**config.mk**
```make
export PLATFORM = sky130hd
export DESIGN_NAME = opl3_reg_wr_arbiter_flat
export DESIGN_NICKNAME = d
export VERILOG_FILES = /design/src/rtl/opl3_reg_wr_arbiter_if.sv /design/src/rtl/opl3_reg_wr_arbiter.sv /design/src/flat_wrapper.sv
export SDC_FILE = /design/constraint.sdc
export NUM_CORES = 1
export LEC_CHECK = 0
export ABC_AREA = 1
export BUFFER_PORTS_ARGS = -buffer_cell sky130_fd_sc_hd__buf_2
export CAP_MARGIN = 20
export CORE_MARGIN = 2
export CORE_UTILIZATION = 60
export DETAILED_ROUTE_END_ITERATION = 12
export PLACE_DENSITY = 0.85
export SKIP_CTS_REPAIR_TIMING = 1
export SLEW_MARGIN = 20
export SYNTH_ARGS = -nofsm -noshare
export SYNTH_HDL_FRONTEND = slang
export SYNTH_SLANG_ARGS = --single-unit
```
**constraint.sdc**
```tcl
create_clock -name clk -period 3.1 [get_ports clk]
set_input_delay 0.465 -clock clk [delete_from_list [all_inputs] [get_ports clk]]
set_output_delay 0.465 -clock clk [all_outputs]
set_load 0.01 [all_outputs]
```
**src/rtl/opl3_reg_wr_arbiter_if.sv**
```systemverilog
// OPL3 register-write record type and the bundle of request/result signals
// shared between the write sources and the arbiter.
package opl3_reg_wr_pkg;
    typedef struct packed {
        logic       valid;
        logic       bank_num;
        logic [7:0] address;
        logic [7:0] data;
    } opl3_reg_wr_t;
endpackage

interface opl3_reg_wr_arbiter_if #(
    parameter int unsigned NUM_REQ = 2
);
    import opl3_reg_wr_pkg::*;

    opl3_reg_wr_t [NUM_REQ-1:0] req_wr;
    opl3_reg_wr_t               opl3_reg_wr;
    logic [NUM_REQ-1:0]         req_pending;
    logic [NUM_REQ-1:0]         req_overflow;
    logic                       busy;

    modport master (
        output req_wr,
        input  opl3_reg_wr, req_pending, req_overflow, busy
    );

    modport slave (
        input  req_wr,
        output opl3_reg_wr, req_pending, req_overflow, busy
    );
endinterface

```
**src/rtl/opl3_reg_wr_arbiter.sv**
```systemverilog
// Per-requester FIFOs drained round-robin onto the single OPL3 register-write
// port, with a minimum spacing of MIN_GAP cycles between issued writes.
module opl3_reg_wr_arbiter
    import opl3_reg_wr_pkg::*;
#(
    parameter int unsigned NUM_REQ    = 2,
    parameter int unsigned FIFO_DEPTH = 4,
    parameter int unsigned MIN_GAP    = 32
) (
    input  logic                  clk,
    input  logic                  reset,
    opl3_reg_wr_arbiter_if.slave  bus
);
    localparam int unsigned PW = $clog2(FIFO_DEPTH);
    localparam int unsigned CW = PW + 1;
    localparam int unsigned IW = $clog2(NUM_REQ);
    localparam int unsigned GW = (MIN_GAP > 1) ? $clog2(MIN_GAP) : 1;
    localparam int unsigned EW = 17;

    typedef enum logic {StIdle, StGap} state_e;

    logic [EW-1:0]      r_mem  [NUM_REQ][FIFO_DEPTH];
    logic [PW-1:0]      r_wptr [NUM_REQ];
    logic [PW-1:0]      r_rptr [NUM_REQ];
    logic [CW-1:0]      r_cnt  [NUM_REQ];
    logic [NUM_REQ-1:0] r_ovf;
    state_e             r_state, w_state_nxt;
    logic [GW-1:0]      r_gap, w_gap_nxt;
    logic [IW-1:0]      r_last, w_last_nxt;
    opl3_reg_wr_t       r_out, w_out_nxt;

    logic [NUM_REQ-1:0] w_nonempty, w_full, w_pop, w_push, w_drop;
    logic               w_grant_vld;
    logic [IW-1:0]      w_grant_idx;

    always_comb begin
        for (int i = 0; i < int'(NUM_REQ); i++) begin
            w_nonempty[i] = (r_cnt[i] != '0);
            w_full[i]     = (r_cnt[i] == CW'(FIFO_DEPTH));
        end
    end

    // A full FIFO still accepts a push when the scheduler pops it this cycle.
    always_comb begin
        for (int i = 0; i < int'(NUM_REQ); i++) begin
            w_push[i] = bus.req_wr[i].valid && (!w_full[i] || w_pop[i]);
            w_drop[i] = bus.req_wr[i].valid && w_full[i] && !w_pop[i];
        end
    end

    // Descending scan so the lowest offset from last_grant+1 is kept.
    always_comb begin
        w_grant_vld = 1'b0;
        w_grant_idx = '0;
        for (int k = int'(NUM_REQ); k >= 1; k--) begin
            if (w_nonempty[(int'(r_last) + k) % int'(NUM_REQ)]) begin
                w_grant_vld = 1'b1;
                w_grant_idx = IW'((int'(r_last) + k) % int'(NUM_REQ));
            end
        end
    end

    always_comb begin
        w_state_nxt     = r_state;
        w_gap_nxt       = r_gap;
        w_last_nxt      = r_last;
        w_pop           = '0;
        w_out_nxt       = r_out;
        w_out_nxt.valid = 1'b0;
        unique case (r_state)
            StIdle: begin
                if (w_grant_vld) begin
                    w_pop[w_grant_idx] = 1'b1;
                    w_out_nxt   = {1'b1, r_mem[w_grant_idx][r_rptr[w_grant_idx]]};
                    w_last_nxt  = w_grant_idx;
                    w_gap_nxt   = GW'(MIN_GAP - 1);
                    w_state_nxt = (MIN_GAP == 1) ? StIdle : StGap;
                end
            end
            StGap: begin
                w_gap_nxt = r_gap - GW'(1);
                if (r_gap == GW'(1)) w_state_nxt = StIdle;
            end
            default: w_state_nxt = StIdle;
        endcase
    end

    always_ff @(posedge clk or posedge reset) begin
        if (reset) begin
            r_state <= StIdle;
            r_gap   <= '0;
            r_last  <= IW'(NUM_REQ - 1);
            r_out   <= '0;
            r_ovf   <= '0;
            for (int i = 0; i < int'(NUM_REQ); i++) begin
                r_wptr[i] <= '0;
                r_rptr[i] <= '0;
                r_cnt[i]  <= '0;
            end
        end else begin
            r_state <= w_state_nxt;
            r_gap   <= w_gap_nxt;
            r_last  <= w_last_nxt;
            r_out   <= w_out_nxt;
            r_ovf   <= r_ovf | w_drop;
            for (int i = 0; i < int'(NUM_REQ); i++) begin
                if (w_push[i]) r_wptr[i] <= r_wptr[i] + PW'(1);
                if (w_pop[i])  r_rptr[i] <= r_rptr[i] + PW'(1);
                if (w_push[i] && !w_pop[i])      r_cnt[i] <= r_cnt[i] + CW'(1);
                else if (!w_push[i] && w_pop[i]) r_cnt[i] <= r_cnt[i] - CW'(1);
            end
        end
    end

    // Storage needs no reset: the counters alone decide what is valid.
    always_ff @(posedge clk) begin
        for (int i = 0; i < int'(NUM_REQ); i++) begin
            if (w_push[i]) begin
                r_mem[i][r_wptr[i]] <= {bus.req_wr[i].bank_num, bus.req_wr[i].address,
                                        bus.req_wr[i].data};
            end
        end
    end

    assign bus.opl3_reg_wr  = r_out;
    assign bus.req_pending  = w_nonempty;
    assign bus.req_overflow = r_ovf;
    assign bus.busy         = (|w_nonempty) || (r_state == StGap);
endmodule

```
**src/flat_wrapper.sv**
```systemverilog
// flat-port wrapper written by rule: the top's interface ports become plain ports
module opl3_reg_wr_arbiter_flat import opl3_reg_wr_pkg::*;
#(
    parameter int unsigned NUM_REQ    = 2,
    parameter int unsigned FIFO_DEPTH = 4,
    parameter int unsigned MIN_GAP    = 32
)
  (clk, reset, bus_req_wr, bus_opl3_reg_wr, bus_req_pending, bus_req_overflow, bus_busy);
  opl3_reg_wr_arbiter_if #(.NUM_REQ(NUM_REQ)) bus_i ();
  input  logic clk;
  input  logic reset;
  input wire logic [$bits(bus_i.req_wr)-1:0] bus_req_wr;
  output wire logic [$bits(bus_i.opl3_reg_wr)-1:0] bus_opl3_reg_wr;
  output wire logic [$bits(bus_i.req_pending)-1:0] bus_req_pending;
  output wire logic [$bits(bus_i.req_overflow)-1:0] bus_req_overflow;
  output wire logic [$bits(bus_i.busy)-1:0] bus_busy;
  assign bus_i.req_wr = bus_req_wr;
  assign bus_opl3_reg_wr = bus_i.opl3_reg_wr;
  assign bus_req_pending = bus_i.req_pending;
  assign bus_req_overflow = bus_i.req_overflow;
  assign bus_busy = bus_i.busy;
  opl3_reg_wr_arbiter #(.NUM_REQ(NUM_REQ), .FIFO_DEPTH(FIFO_DEPTH), .MIN_GAP(MIN_GAP)) u_core (.clk(clk), .reset(reset), .bus(bus_i));
endmodule
```
After elaboration in Yosys (flattened, before gate mapping)
Memory sizes are Yosys's and may differ from the RTL's.
Cells that the tools add are included.
W data, S select, Z words.
- memory bits (writable): 136
- memories kept: 1
- bits in registers: 41
- input bits: 38
- output and inout port bits: 23
- word-level logic and storage cells: 115
- memories (memory ; words ; width ; rd ports ; clocked after Yosys merged registers in ; wr ports ; RTL line ; source):
    u_core.r_mem ; 2 ; 68 ; 1 ; 0 ; 2 ; opl3_reg_wr_arbiter.sv:22 ; logic [EW-1:0] r_mem [NUM_REQ][FIFO_DEPTH];
- equal/unequal tests: 4
- bitwise gates (word level): 8
- order comparisons: 10
- $add $sub $neg: 11
- multiplexer cells: 39
- reductions and logical operators: 28
- operator list (kind ; count):
    $mux W68 ; 2
    $demux W17 S2 ; 2
    $mux W17 ; 4
    $mux W18 ; 2
    $bmux W17 S2 ; 1
    $mux W1 ; 15
    $logic_and A1 B1 Y1 ; 13
    $mux W3 ; 4
    $mux W2 ; 5
    $pmux W5 S2 ; 1
    $ge A3 B3 Y1 const B ; 3
    $not A2 Y3 ; 3
    $add A2 B1 Y2 const B ; 4
    $add A3 B1 Y3 const B ; 2
    $eq A3 B3 Y1 const B ; 2
    $logic_not A1 Y1 ; 6
    $lt A2 B3 Y1 const B ; 2
    $lt A3 B1 Y1 const B ; 2
    $reduce_bool A3 Y1 ; 2
    $sub A3 B1 Y3 const B ; 2
    $eq A5 B1 Y1 const B ; 1
    $mux W5 ; 1
    $sub A5 B1 Y5 const B ; 1
    $reduce_bool A2 Y1 ; 2
    other kinds (14) ; 18

Logic depth before layout (Yosys ltp)
Gate-level depths: netlist (run 1).
- word-level depth: 19
- mapped depth: 17
- depth with buffers taken out: 15

Worst setup path before layout (run 1)
OpenSTA, ideal clock, no wires.
- path type: reg-to-reg
- start: register u_core.r_cnt[3] in the netlist's numbering
- end: register u_core.r_cnt[4] in the netlist's numbering
- clock period less this slack: 2421 ps
- path buffers: 2
- slack: 679 ps
- arrival: 2296 ps
- library setup time: 125 ps
- stages on the path, launching flop included: 15
- data required time: 2975 ps
- path through: dfrtp_1 nor2_1 nand2_2 nand2_4 nand2_4 buf_6 buf_6 nand2_2 nand2_1 nand2_2 inv_2 ha_1 inv_1 fa_1 mux2_2
- longest elaborated chain between the ends: 17
- elaborated cells on any way between the ends: 31
- RTL lines (item ; RTL line ; source):
    start, declared ; opl3_reg_wr_arbiter.sv:25 ; logic [CW-1:0] r_cnt [NUM_REQ];
    start signal, assigned by index ; opl3_reg_wr_arbiter.sv:109 ; if (w_push[i] && !w_pop[i]) r_cnt[i] <= r_cnt[i] + CW'(1);
    start signal, assigned by index ; opl3_reg_wr_arbiter.sv:110 ; else if (!w_push[i] && w_pop[i]) r_cnt[i] <= r_cnt[i] - CW'(1);
    $reduce_bool A3 Y1 * ; opl3_reg_wr_arbiter.sv:38 ; w_nonempty[i] = (r_cnt[i] != '0);
    net bus_req_pending[0] ; flat_wrapper.sv:14 ; output wire logic [$bits(bus_i.req_pending)-1:0] bus_req_pending;
    $mux W1 (implied by the code) (3 in series) ; opl3_reg_wr_arbiter.sv:56 ; if (w_nonempty[(int'(r_last) + k) % int'(NUM_REQ)]) begin
    $mux W1 (2 in series) ; opl3_reg_wr_arbiter.sv:56 ;
    $lt A1 B2 Y1 (implied by the code) / $ge A1 B1 Y1 (equally long branches) ; opl3_reg_wr_arbiter.sv:73 ; w_pop[w_grant_idx] = 1'b1;
    $logic_and A1 B1 Y1 (implied by the code) ; opl3_reg_wr_arbiter.sv:73 ;
    $mux W1 (implied by the code) ; opl3_reg_wr_arbiter.sv:73 ;
    $demux W1 S1 ; n/a ;
    $mux W2 * ; opl3_reg_wr_arbiter.sv:72 ; if (w_grant_vld) begin
    $mux W2 * ; opl3_reg_wr_arbiter.sv:70 ; unique case (r_state)
    $logic_or A1 B1 Y1 * ; opl3_reg_wr_arbiter.sv:46 ; w_push[i] = bus.req_wr[i].valid && (!w_full[i] || w_pop[i]);
    $logic_and A1 B1 Y1 * ; opl3_reg_wr_arbiter.sv:46 ;
    net u_core.w_push[0] ; opl3_reg_wr_arbiter.sv:32 ; logic [NUM_REQ-1:0] w_nonempty, w_full, w_pop, w_push, w_drop;
    $logic_not A1 Y1 ; opl3_reg_wr_arbiter.sv:110 ;
    $logic_and A1 B1 Y1 ; opl3_reg_wr_arbiter.sv:110 ;
    $reduce_bool A2 Y1 (no source line) ; n/a ;
The timed path passes the listed nets; every way through them passes the cells marked *. The select of a mux whose other input is x is not followed.
A chain may end at the register's enable or synchronous reset.

Worst setup path after layout (run 1)
- start: register u_core.r_cnt[3] in the netlist's numbering
- end: register u_core.r_cnt[4] in the netlist's numbering
- longest elaborated chain between the ends: 17
- elaborated cells on any way between the ends: 31
- RTL lines (item ; RTL line):
    $reduce_bool A3 Y1 ; opl3_reg_wr_arbiter.sv:38
    $mux W1 (implied by the code) (3 in series) ; opl3_reg_wr_arbiter.sv:56
    $mux W1 (2 in series) ; opl3_reg_wr_arbiter.sv:56
    $lt A1 B2 Y1 (implied by the code) / $ge A1 B1 Y1 (equally long branches) ; opl3_reg_wr_arbiter.sv:73
    $logic_and A1 B1 Y1 (implied by the code) ; opl3_reg_wr_arbiter.sv:73
    $mux W1 (implied by the code) ; opl3_reg_wr_arbiter.sv:73
    $demux W1 S1 ; n/a
    $mux W2 ; opl3_reg_wr_arbiter.sv:72
    $mux W2 ; opl3_reg_wr_arbiter.sv:70
    $logic_or A1 B1 Y1 * ; opl3_reg_wr_arbiter.sv:46
    $logic_and A1 B1 Y1 * ; opl3_reg_wr_arbiter.sv:46
    net u_core.w_push[0] ; opl3_reg_wr_arbiter.sv:32
    $logic_not A1 Y1 ; opl3_reg_wr_arbiter.sv:110
    $logic_and A1 B1 Y1 ; opl3_reg_wr_arbiter.sv:110
    $reduce_bool A2 Y1 (no source line) ; n/a
Marks and branches as above.

==> results of run 1 <==
[worst max-delay path by stage]
stage                                            from                           to  slack (ns)
after floorplan           u_core.r_cnt[3]$_DFFE_PP0P_  u_core.r_cnt[4]$_DFFE_PP0P_        0.68
after global placement    u_core.r_cnt[3]$_DFFE_PP0P_  u_core.r_cnt[4]$_DFFE_PP0P_        0.40
after detailed placement  u_core.r_cnt[3]$_DFFE_PP0P_  u_core.r_cnt[4]$_DFFE_PP0P_        0.23
after CTS                 u_core.r_cnt[3]$_DFFE_PP0P_  u_core.r_cnt[4]$_DFFE_PP0P_        0.22
after global routing      u_core.r_cnt[3]$_DFFE_PP0P_  u_core.r_cnt[4]$_DFFE_PP0P_        0.11
final                     u_core.r_cnt[3]$_DFFE_PP0P_  u_core.r_cnt[4]$_DFFE_PP0P_        0.30
[power by group]
group | total [mW] | switching [mW] | internal, mW | leakage [nW]
Combinational | 3.29 | 2.30 | 0.989 | 1.87
Sequential | 3.46 | 0.255 | 3.20 | 1.72
Clock | 2.15 | 0.940 | 1.21 | 0.293
Total | 8.90 | 3.50 | 5.40 | 3.88
[routing by layer]
layer,track usage (%),vias up,share of wire (%),wire [um]
met4,11.4,0,1.9,324
li1,-,2540,-,-
met3,5.45,33,8.2,1370
met2,41.4,255,51,8430
met5,0,-,0,0
met1,31.8,2575,39,6530
[layout make-up]
cell class | instances | share of cell area [%]
flip-flops and latches | 177 | 58.7
multi-input cells | 499 | 26.2
clock buffers | 17 | 4.88
repair buffers | 72 | 4.52
well taps | 172 | 2.47
clock inverters | 15 | 1.95
inverters | 30 | 1.32
diodes | 1 | 0.0287
[flip-flops by register name, summed over array words and instances, names as in the netlist]
register,flops
u_core.r_cnt,6
u_core.r_gap,5
u_core.bus.req_overflow,2
u_core.bus.opl3_reg_wr,18
u_core.r_mem,136
u_core.r_state,1
u_core.r_rptr,4
u_core.r_wptr,4
u_core.r_last,1
[per-stage QoR]
stage | power, mW | cell area (um2) | hold slack [ns] | utilization [%] | worst slack [ns]
2_1_floorplan | 5.81 | 7710 | 0.442 | - | 0.679
3_3_place_gp | 6.45 | 8100 | 0.451 | 64.5 | 0.402
3_5_place_dp | 6.68 | 8100 | 0.460 | 64.5 | 0.232
4_1_cts | 8.85 | 8700 | 0.152 | 69.2 | 0.224
5_1_grt | 9.44 | 8710 | 0.196 | 69.3 | 0.107
6_report | 8.90 | 8710 | 0.144 | 69.3 | 0.296
[layout by cell type (no fill, tap or decap), types with 3 or more instances in the layout]
cell type / Yosys / final
a21oi_1: 4 / 4
buf_2: 12 / 60
buf_4: 10 / 11
clkbuf_16: 0 / 17
dfrtp_1: 40 / 40
edfxtp_1: 136 / 136
ha_1: 12 / 12
inv_1: 28 / 28
inv_6: 0 / 6
nand2_1: 352 / 352
nand2_2: 7 / 7
nand2_4: 4 / 3
nand3_1: 72 / 72
nor2_1: 19 / 19
nor3_1: 4 / 4
xor2_1: 7 / 7
[cell families (layout without fill, tap and decap cells)]
group	count (synthesis)	in the layout
AO/OA/AOI/OAI	13	13
other	0	1
flip-flops	177	177
adder cells (fa/ha/maj)	14	14
XOR/XNOR	9	9
multiplexers	2	2
buffers and inverters	66	134
AND/OR/NAND/NOR	461	461
[worst max-delay path, delay by kind of cell (launching register included)]
family,cells,cell delay (ns)
and+or+nand+nor,7,1.19
adders and majority gates,2,0.61
DFF,1,0.44
muxes,1,0.27
buffers and inverters,2,0.17
==> metrics.yaml, run 1 <==
syn2layout_area_growth_pct: 13.1
synthMuxAreaShare_pct: 0.292
cpMostUsedCell: "nand2_2"
fin_crit_sh_pct: 90.4
synth_fp_nets: 794
htreeDepth: 4
yosys.area_share.simple_pct: 24.5
slew_headroom_pct: 51.8
cp_slowest_cell: "dfrtp_1"
io_pins: 61
path_max_fanout: 33
dieWidth_um: 117
cts_tree: "yes"
clk_pin_slew_ns: 0.07
powerDensity_nw_per_um2: 1020
grt_overflow_total: 0
yosys.area.top_type: "edfxtp_1"
slew_violations: 0
gp_congestion: 0.886
die_area_um2: 13800
critical_path.startpoint_type: "flop"
grt_pass1_wl_um: 26300
crit_chain: "nor2_1 -> nand2_2 -> nand2_4 -> nand2_8 -> nand2_2 -> nand2_1 -> nand2_2 -> inv_2 -> ha_1 -> inv_1 -> fa_1 -> mux2_2"
final-setup-viol-count: 0
fmaxAchievable_ghz: 0.357
cts_inserted_buffers: 17
multi_input_area_um2: 2280
rsz0062_at_grt: "false"
reg2reg_from: "u_core.r_cnt[3]$_DFFE_PP0P_"
postRouteWirelength_um: 16700
fp.dieH_um: 117
yosysWarnings: 0
cts_root_buf: "clkbuf_16"
crit_type: "reg -> reg"
crit_path_end_kind: "flop"
post-dp-hpwl_um: 10500
yosys_most_used_dff: "edfxtp_1"
hold_viol: 0
ant_nets: 0
start_util_pct: 61.3
port-buffer-count: 60
drive_gt1_share_pct: 15.4
synth_fa_ha_area_share_pct: 2.47
hold_path.class: "in -> async"
syn-cell-area_um2: 7710
worstPathArrival_ns: 3.12
grt_pass1_vias: 5347
netlist_instances: 742
ff2ff_setup_slack_ns: 0.30
grt_usage_pct: 25.0
synth.most_common_cell: "nand2_1"
synthTopCellsByCount: "nand2_1, edfxtp_1, nand3_1"
insertion_delay_ns: 0.43
grt_start_max_net_pins: 72
drt_iter0_markers: 617
clock_path_buffers: 2
clock_sinks: 177
leakage_nw: 3.88
worst-endpoint-required_ns: 3.41
ff_latch_area_um2: 5110
synthArstFlopShare_pct: 23.2
wl_per_cell_um: 16.9
std_cell_rows: 41
tns_ns: 0
fin_nets: 849
min_period_ns: 2.80
viasPerCell: 5.50
synth_compound_area_share_pct: 1.17
run_status: "completed"
num_vias: 5403
yosys.cell_types.count: 32
slowest_delay_ns: 0.44
core_um2: 12600
regToRegEndpoint: "u_core.r_cnt[4]$_DFFE_PP0P_"
synth_top_family_by_area: "simple AND/OR/NAND/NOR gates"
vdd_drop_max_uv: 542
synth-edff-count: 136
worst_slew_pin_slew_ns: 0.722
synth_area_leaders: "edfxtp_1, nand2_1, dfrtp_1"
dpl.cell_count: 950
synth_top_area_share_pct: 53.0
first_pass_iters: 6
fillers: 883
seq_area_frac_synth_pct: 66.3
synth_xor_area_share_pct: 1.02
fin_cells: 983
ys_seq_elements: 177
drc: 0
ff2ff_path_depth: 12
grt_antenna_before_repair: 1
skew_ns: 0.00842
avgSynthCellArea_um2: 10.4
max_cap_viol_count: 0
Power figures use the tool's default switching activity.
==> run 2: changes to the inputs <==
--- a/config.mk
+++ b/config.mk
@@ -11,7 +11,9 @@
 export CORE_MARGIN = 2
 export CORE_UTILIZATION = 60
 export DETAILED_ROUTE_END_ITERATION = 12
+export HOLD_SLACK_MARGIN = 0.06
 export PLACE_DENSITY = 0.85
+export RECOVER_POWER = 100
 export SKIP_CTS_REPAIR_TIMING = 1
 export SLEW_MARGIN = 20
 export SYNTH_ARGS = -nofsm -noshare
==> run 2 against run 1 <==
The run now ends with max-capacitance violations, max-slew violations left; combinational power shrank 2%; maximum frequency shrank 1.2%; die area is the same; largest cell class unchanged; highest routed layer unchanged.
==> metrics.yaml, run 2 (synthesized netlist as in run 1, its figures left out) <==
fin_nets: 849
fmaxAchievable_ghz: 0.352
drive_gt1_share_pct: 8.02
fin_ws_ns: 0.261
path_max_fanout: 33
worst-endpoint-required_ns: 3.41
reg2reg_from: "u_core.r_cnt[3]$_DFFE_PP0P_"
grt_usage_pct: 25.0
crit_chain: "nor2_1 -> nand2_1 -> nand2_4 -> nand2_8 -> nand2_2 -> nand2_1 -> nand2_2 -> inv_2 -> ha_1 -> inv_1 -> fa_1 -> mux2_2"
viasPerCell: 5.48
skew_ns: 0.00802
post-dp-hpwl_um: 10500
vdd_drop_max_uv: 543
met2_usage_pct: 41.4
layout_commonest_cell: "nand2_1"
fp.dieH_um: 117
layout_common_cells: "nand2_1, edfxtp_1, nand3_1"
grt.met1_usage_pct: 31.8
core_um2: 12600
clk_pin_slew_ns: 0.07
syn2layout_area_growth_pct: 11.7
final-setup-viol-count: 0
insertion_delay_ns: 0.43
hold_depth: 1
min_delay_worst_endpoint: "u_core.r_mem[1][20]$_DFFE_PP_"
drt_iter0_markers: 564
crit_family: "simple AND/OR/NAND/NOR gates"
slew_headroom_pct: -41.6
grt_overflow_total: 0
grt_pass1_wl_um: 26300
fin_crit_sh_pct: 91.6
rsz0062_at_grt: "false"
largest_reg_flops: 136
max_cap_viol_count: 1
start_util_pct: 61.3
wl_per_cell_um: 17.0
dieWidth_um: 117
grt_pass1_vias: 5347
slew_violations: 42
ant_nets: 0
postRouteWirelength_um: 16700
drc: 0
clock_path_buffers: 2
fin_cells: 982
path_buf_inv: 2
die_area_um2: 13800
ff2ff_path_depth: 12
worst_slew_pin_slew_ns: 2.12
clock_sinks: 177
cp_slowest_cell: "dfrtp_1"
hp-start: "bus_req_wr[21]"
diodes: 0
min_period_ns: 2.84
regToRegEndpoint: "u_core.r_cnt[4]$_DFFE_PP0P_"
violations: "max-capacitance violations, max-slew violations"
worstPathArrival_ns: 3.15
grt_use_met3_pct: 5.45
htreeDepth: 4
critical_path.startpoint_type: "flop"
cts_tree: "yes"
cts_root_buf: "clkbuf_16"
gp_congestion: 0.886
first_pass_iters: 6
tns_ns: 0
place_ws_ns: 0.232
final_util_pct: 68.5
grt_start_max_net_pins: 72
num_vias: 5377
std_cell_rows: 41
grt_antenna_before_repair: 0
hold_viol: 0
hold_path.class: "in -> reg"
run_status: "complete, but fails checks"
cts_inserted_buffers: 17
crit_path_end_kind: "flop"
slowest_delay_ns: 0.44
leakage_nw: 3.72
dpl.cell_count: 950
ff2ff_setup_slack_ns: 0.26
port-buffer-count: 60
io_pins: 61
grt-busiest-layer: "met2"
crit_type: "reg -> reg"
powerDensity_nw_per_um2: 1030
[run 2: worst max path at each step]
stage,startpoint,cells after the start,end,slack [ns]
CTS,u_core.r_cnt[3]$_DFFE_PP0P_,12,u_core.r_cnt[4]$_DFFE_PP0P_,0.22
global route,u_core.r_cnt[3]$_DFFE_PP0P_,12,u_core.r_cnt[4]$_DFFE_PP0P_,0.07
finish,u_core.r_cnt[3]$_DFFE_PP0P_,12,u_core.r_cnt[4]$_DFFE_PP0P_,0.26
floorplan,u_core.r_cnt[3]$_DFFE_PP0P_,14,u_core.r_cnt[4]$_DFFE_PP0P_,0.68
global placement,u_core.r_cnt[3]$_DFFE_PP0P_,12,u_core.r_cnt[4]$_DFFE_PP0P_,0.40
detailed placement,u_core.r_cnt[3]$_DFFE_PP0P_,12,u_core.r_cnt[4]$_DFFE_PP0P_,0.23
[run 2: metal layers]
layer | routed length [um] | up-vias | share of wire (%)
met5 | 0 | - | 0
met4 | 484 | 0 | 2.9
met3 | 1350 | 51 | 8.1
met2 | 8300 | 257 | 50
met1 | 6560 | 2530 | 39
li1 | - | 2539 | -
[run 2: final cells by class]
| type | instances | area (um2) |
|---|---|---|
| sequential | 177 | 5110 |
| fill | 909 | 3960 |
| multi-input combinational | 499 | 2270 |
| clock buffer | 17 | 425 |
| timing repair buffer | 72 | 299 |
| tap | 172 | 215 |
| clock inverter | 15 | 170 |
| inverter | 30 | 115 |
[run 2: per-stage QoR]
stage | hold WS [ns] | instance area, um2 | power (mW)
after floorplan | 0.442 | 7710 | 5.81
after global placement | 0.451 | 8100 | 6.45
after detailed placement | 0.460 | 8100 | 6.68
after CTS | 0.152 | 8700 | 8.85
after global routing | 0.297 | 8610 | 9.37
final | 0.275 | 8610 | 8.83
[run 2: where the power goes]
group          switching [mW]  internal [mW]
sequential              0.258           3.21
clock                   0.938           1.21
combinational            2.29          0.924
total                    3.49           5.34
==> run 3: changes to the inputs <==
--- a/config.mk
+++ b/config.mk
@@ -8,12 +8,13 @@
 export ABC_AREA = 1
 export BUFFER_PORTS_ARGS = -buffer_cell sky130_fd_sc_hd__buf_2
 export CAP_MARGIN = 20
-export CORE_MARGIN = 2
+export CORE_ASPECT_RATIO = 1.5
 export CORE_UTILIZATION = 60
 export DETAILED_ROUTE_END_ITERATION = 12
 export HOLD_SLACK_MARGIN = 0.06
 export PLACE_DENSITY = 0.85
 export RECOVER_POWER = 100
+export SETUP_SLACK_MARGIN = 0.2
 export SKIP_CTS_REPAIR_TIMING = 1
 export SLEW_MARGIN = 20
 export SYNTH_ARGS = -nofsm -noshare
==> run 3 against run 2 <==
The run now ends clean; maximum frequency is 1.4% higher; first-iteration DRC count is 6.2% lower; sequential power hardly changed; critical path type unchanged; wire length is 4.0% higher; register-to-register slack better by 0.04 ns; critical path depth is 1 higher; largest power group unchanged; combinational power hardly changed; count of clock-buffer cells in the layout is 1 higher; largest cell class unchanged; hold slack better by 0.0014 ns; total power is 0.56% higher.
==> metrics.yaml, run 3 (synthesized netlist as in run 1, its figures left out) <==
run_status: "completed"
drt_iter0_markers: 529
hold_viol: 0
crit_path_end_kind: "flop"
max_cap_viol_count: 0
fillers: 869
hold_path.class: "in -> reg"
layout_common_cells: "nand2_1, edfxtp_1, nand3_1"
final-setup-viol-count: 0
viasPerCell: 5.78
std_cell_rows: 50
die_area_um2: 13300
worst_slew_pin_slew_ns: 1.14
grt_overflow_total: 0
clock_path_buffers: 2
port-buffer-count: 60
grt_antenna_before_repair: 0
slowest_delay_ns: 0.43
start_util_pct: 61.6
powerDensity_nw_per_um2: 1030
place_ws_ns: 0.349
clock_sinks: 177
drive_gt1_share_pct: 8.14
drc: 0
syn2layout_area_growth_pct: 11.7
dpl.cell_count: 935
clk_pin_slew_ns: 0.07
grt_pass1_vias: 5577
fp.dieH_um: 141
rsz0062_at_grt: "true"
post-dp-hpwl_um: 10400
cp_slowest_cell: "dfrtp_1"
ff2ff_path_depth: 13
cts_tree: "yes"
grt_pass1_wl_um: 26900
leakage_nw: 3.72
layout_commonest_cell: "nand2_1"
worst-endpoint-required_ns: 3.42
cts_root_buf: "clkbuf_16"
fmaxAchievable_ghz: 0.357
tns_ns: 0
worstPathArrival_ns: 3.12
dieWidth_um: 94.5
slew_headroom_pct: 24.0
grt_usage_pct: 27.4
insertion_delay_ns: 0.44
first_pass_iters: 5
crit_chain: "nor2_1 -> nand2_2 -> nand2_8 -> nand3_1 -> nand2_1 -> nand2_1 -> inv_1 -> ha_1 -> inv_1 -> fa_1 -> a21oi_1 -> o21ai_0 -> xor2_1"
cts_inserted_buffers: 17
slew_violations: 0
wl_per_cell_um: 18.0
ant_nets: 0
fin_cells: 967
io_pins: 61
postRouteWirelength_um: 17400
min_period_ns: 2.80
hold_depth: 1
vdd_drop_max_uv: 550
skew_ns: 0.0121
path_max_fanout: 19
fin_ws_ns: 0.301
num_vias: 5594
grt_start_max_net_pins: 72
htreeDepth: 4
critical_path.startpoint_type: "flop"
fin_crit_sh_pct: 90.3
gp_congestion: 0.904
crit_type: "reg -> reg"
diodes: 0
core_um2: 12500
fin_nets: 850
largest_reg_flops: 136
[run 3: path summary, 6_finish.rpt]
check | startpoint | end | slack, ns
setup / recovery | u_core.r_cnt[3]$_DFFE_PP0P_ | u_core.r_cnt[2]$_DFFE_PP0P_ | 0.30
hold / removal | bus_req_wr[13] | u_core.r_mem[0][47]$_DFFE_PP_ | 0.28
setup reg to reg | u_core.r_cnt[3]$_DFFE_PP0P_ | u_core.r_cnt[2]$_DFFE_PP0P_ | 0.30
hold reg to reg | u_core.bus.req_overflow[1]$_DFF_PP0_ | u_core.bus.req_overflow[1]$_DFF_PP0_ | 0.47
max in group asynchronous | reset | u_core.bus.opl3_reg_wr[17]$_DFF_PP0_ | 1.71
min in group asynchronous | reset | u_core.r_cnt[1]$_DFFE_PP0P_ | 0.31
[run 3: cell type report]
cell class	count	area, um2	share of cell area (%)
timing repair buffer	73	308	3.58
inverter	30	113	1.31
multi-input combinational	499	2270	26.4
clock inverter	14	178	2.06
tap	156	195	2.27
clock buffer	18	429	4.99
sequential	177	5110	59.4
[run 3: stage by stage]
step	instance area (um2)	utilization [%]	hold slack (ns)	total power [mW]
after floorplan	7710	-	0.442	5.81
after global placement	8090	64.7	0.444	6.45
after detailed placement	8090	64.7	0.449	6.64
after CTS	8700	69.5	0.233	8.89
after global routing	8610	68.8	0.285	9.38
final	8610	68.8	0.277	8.88
[run 3: routing by layer]
layer | vias up | part of all wire [%] | GRT usage (%) | wire length (um)
li1 | 2538 | - | - | -
met1 | 2647 | 37 | 32.6 | 6360
met2 | 342 | 51 | 45.0 | 8930
met3 | 67 | 8.6 | 6.58 | 1490
met4 | 0 | 3.4 | 16.2 | 582
met5 | - | 0 | 0 | 0
[run 3: power breakdown]
group / total [mW] / switching, mW / internal [mW]
Clock: 2.20 / 0.916 / 1.28
Sequential: 3.49 / 0.281 / 3.21
Combinational: 3.20 / 2.27 / 0.928
[run 3: worst max-delay path: cells and delay by family, from the launching register on]
family / cells / cell delay [ns]
compound gates: 2 / 0.29
xor+xnor: 1 / 0.16
fa+ha+maj: 2 / 0.57
buf+inv: 2 / 0.23
flops: 1 / 0.43
simple gates: 6 / 1.00
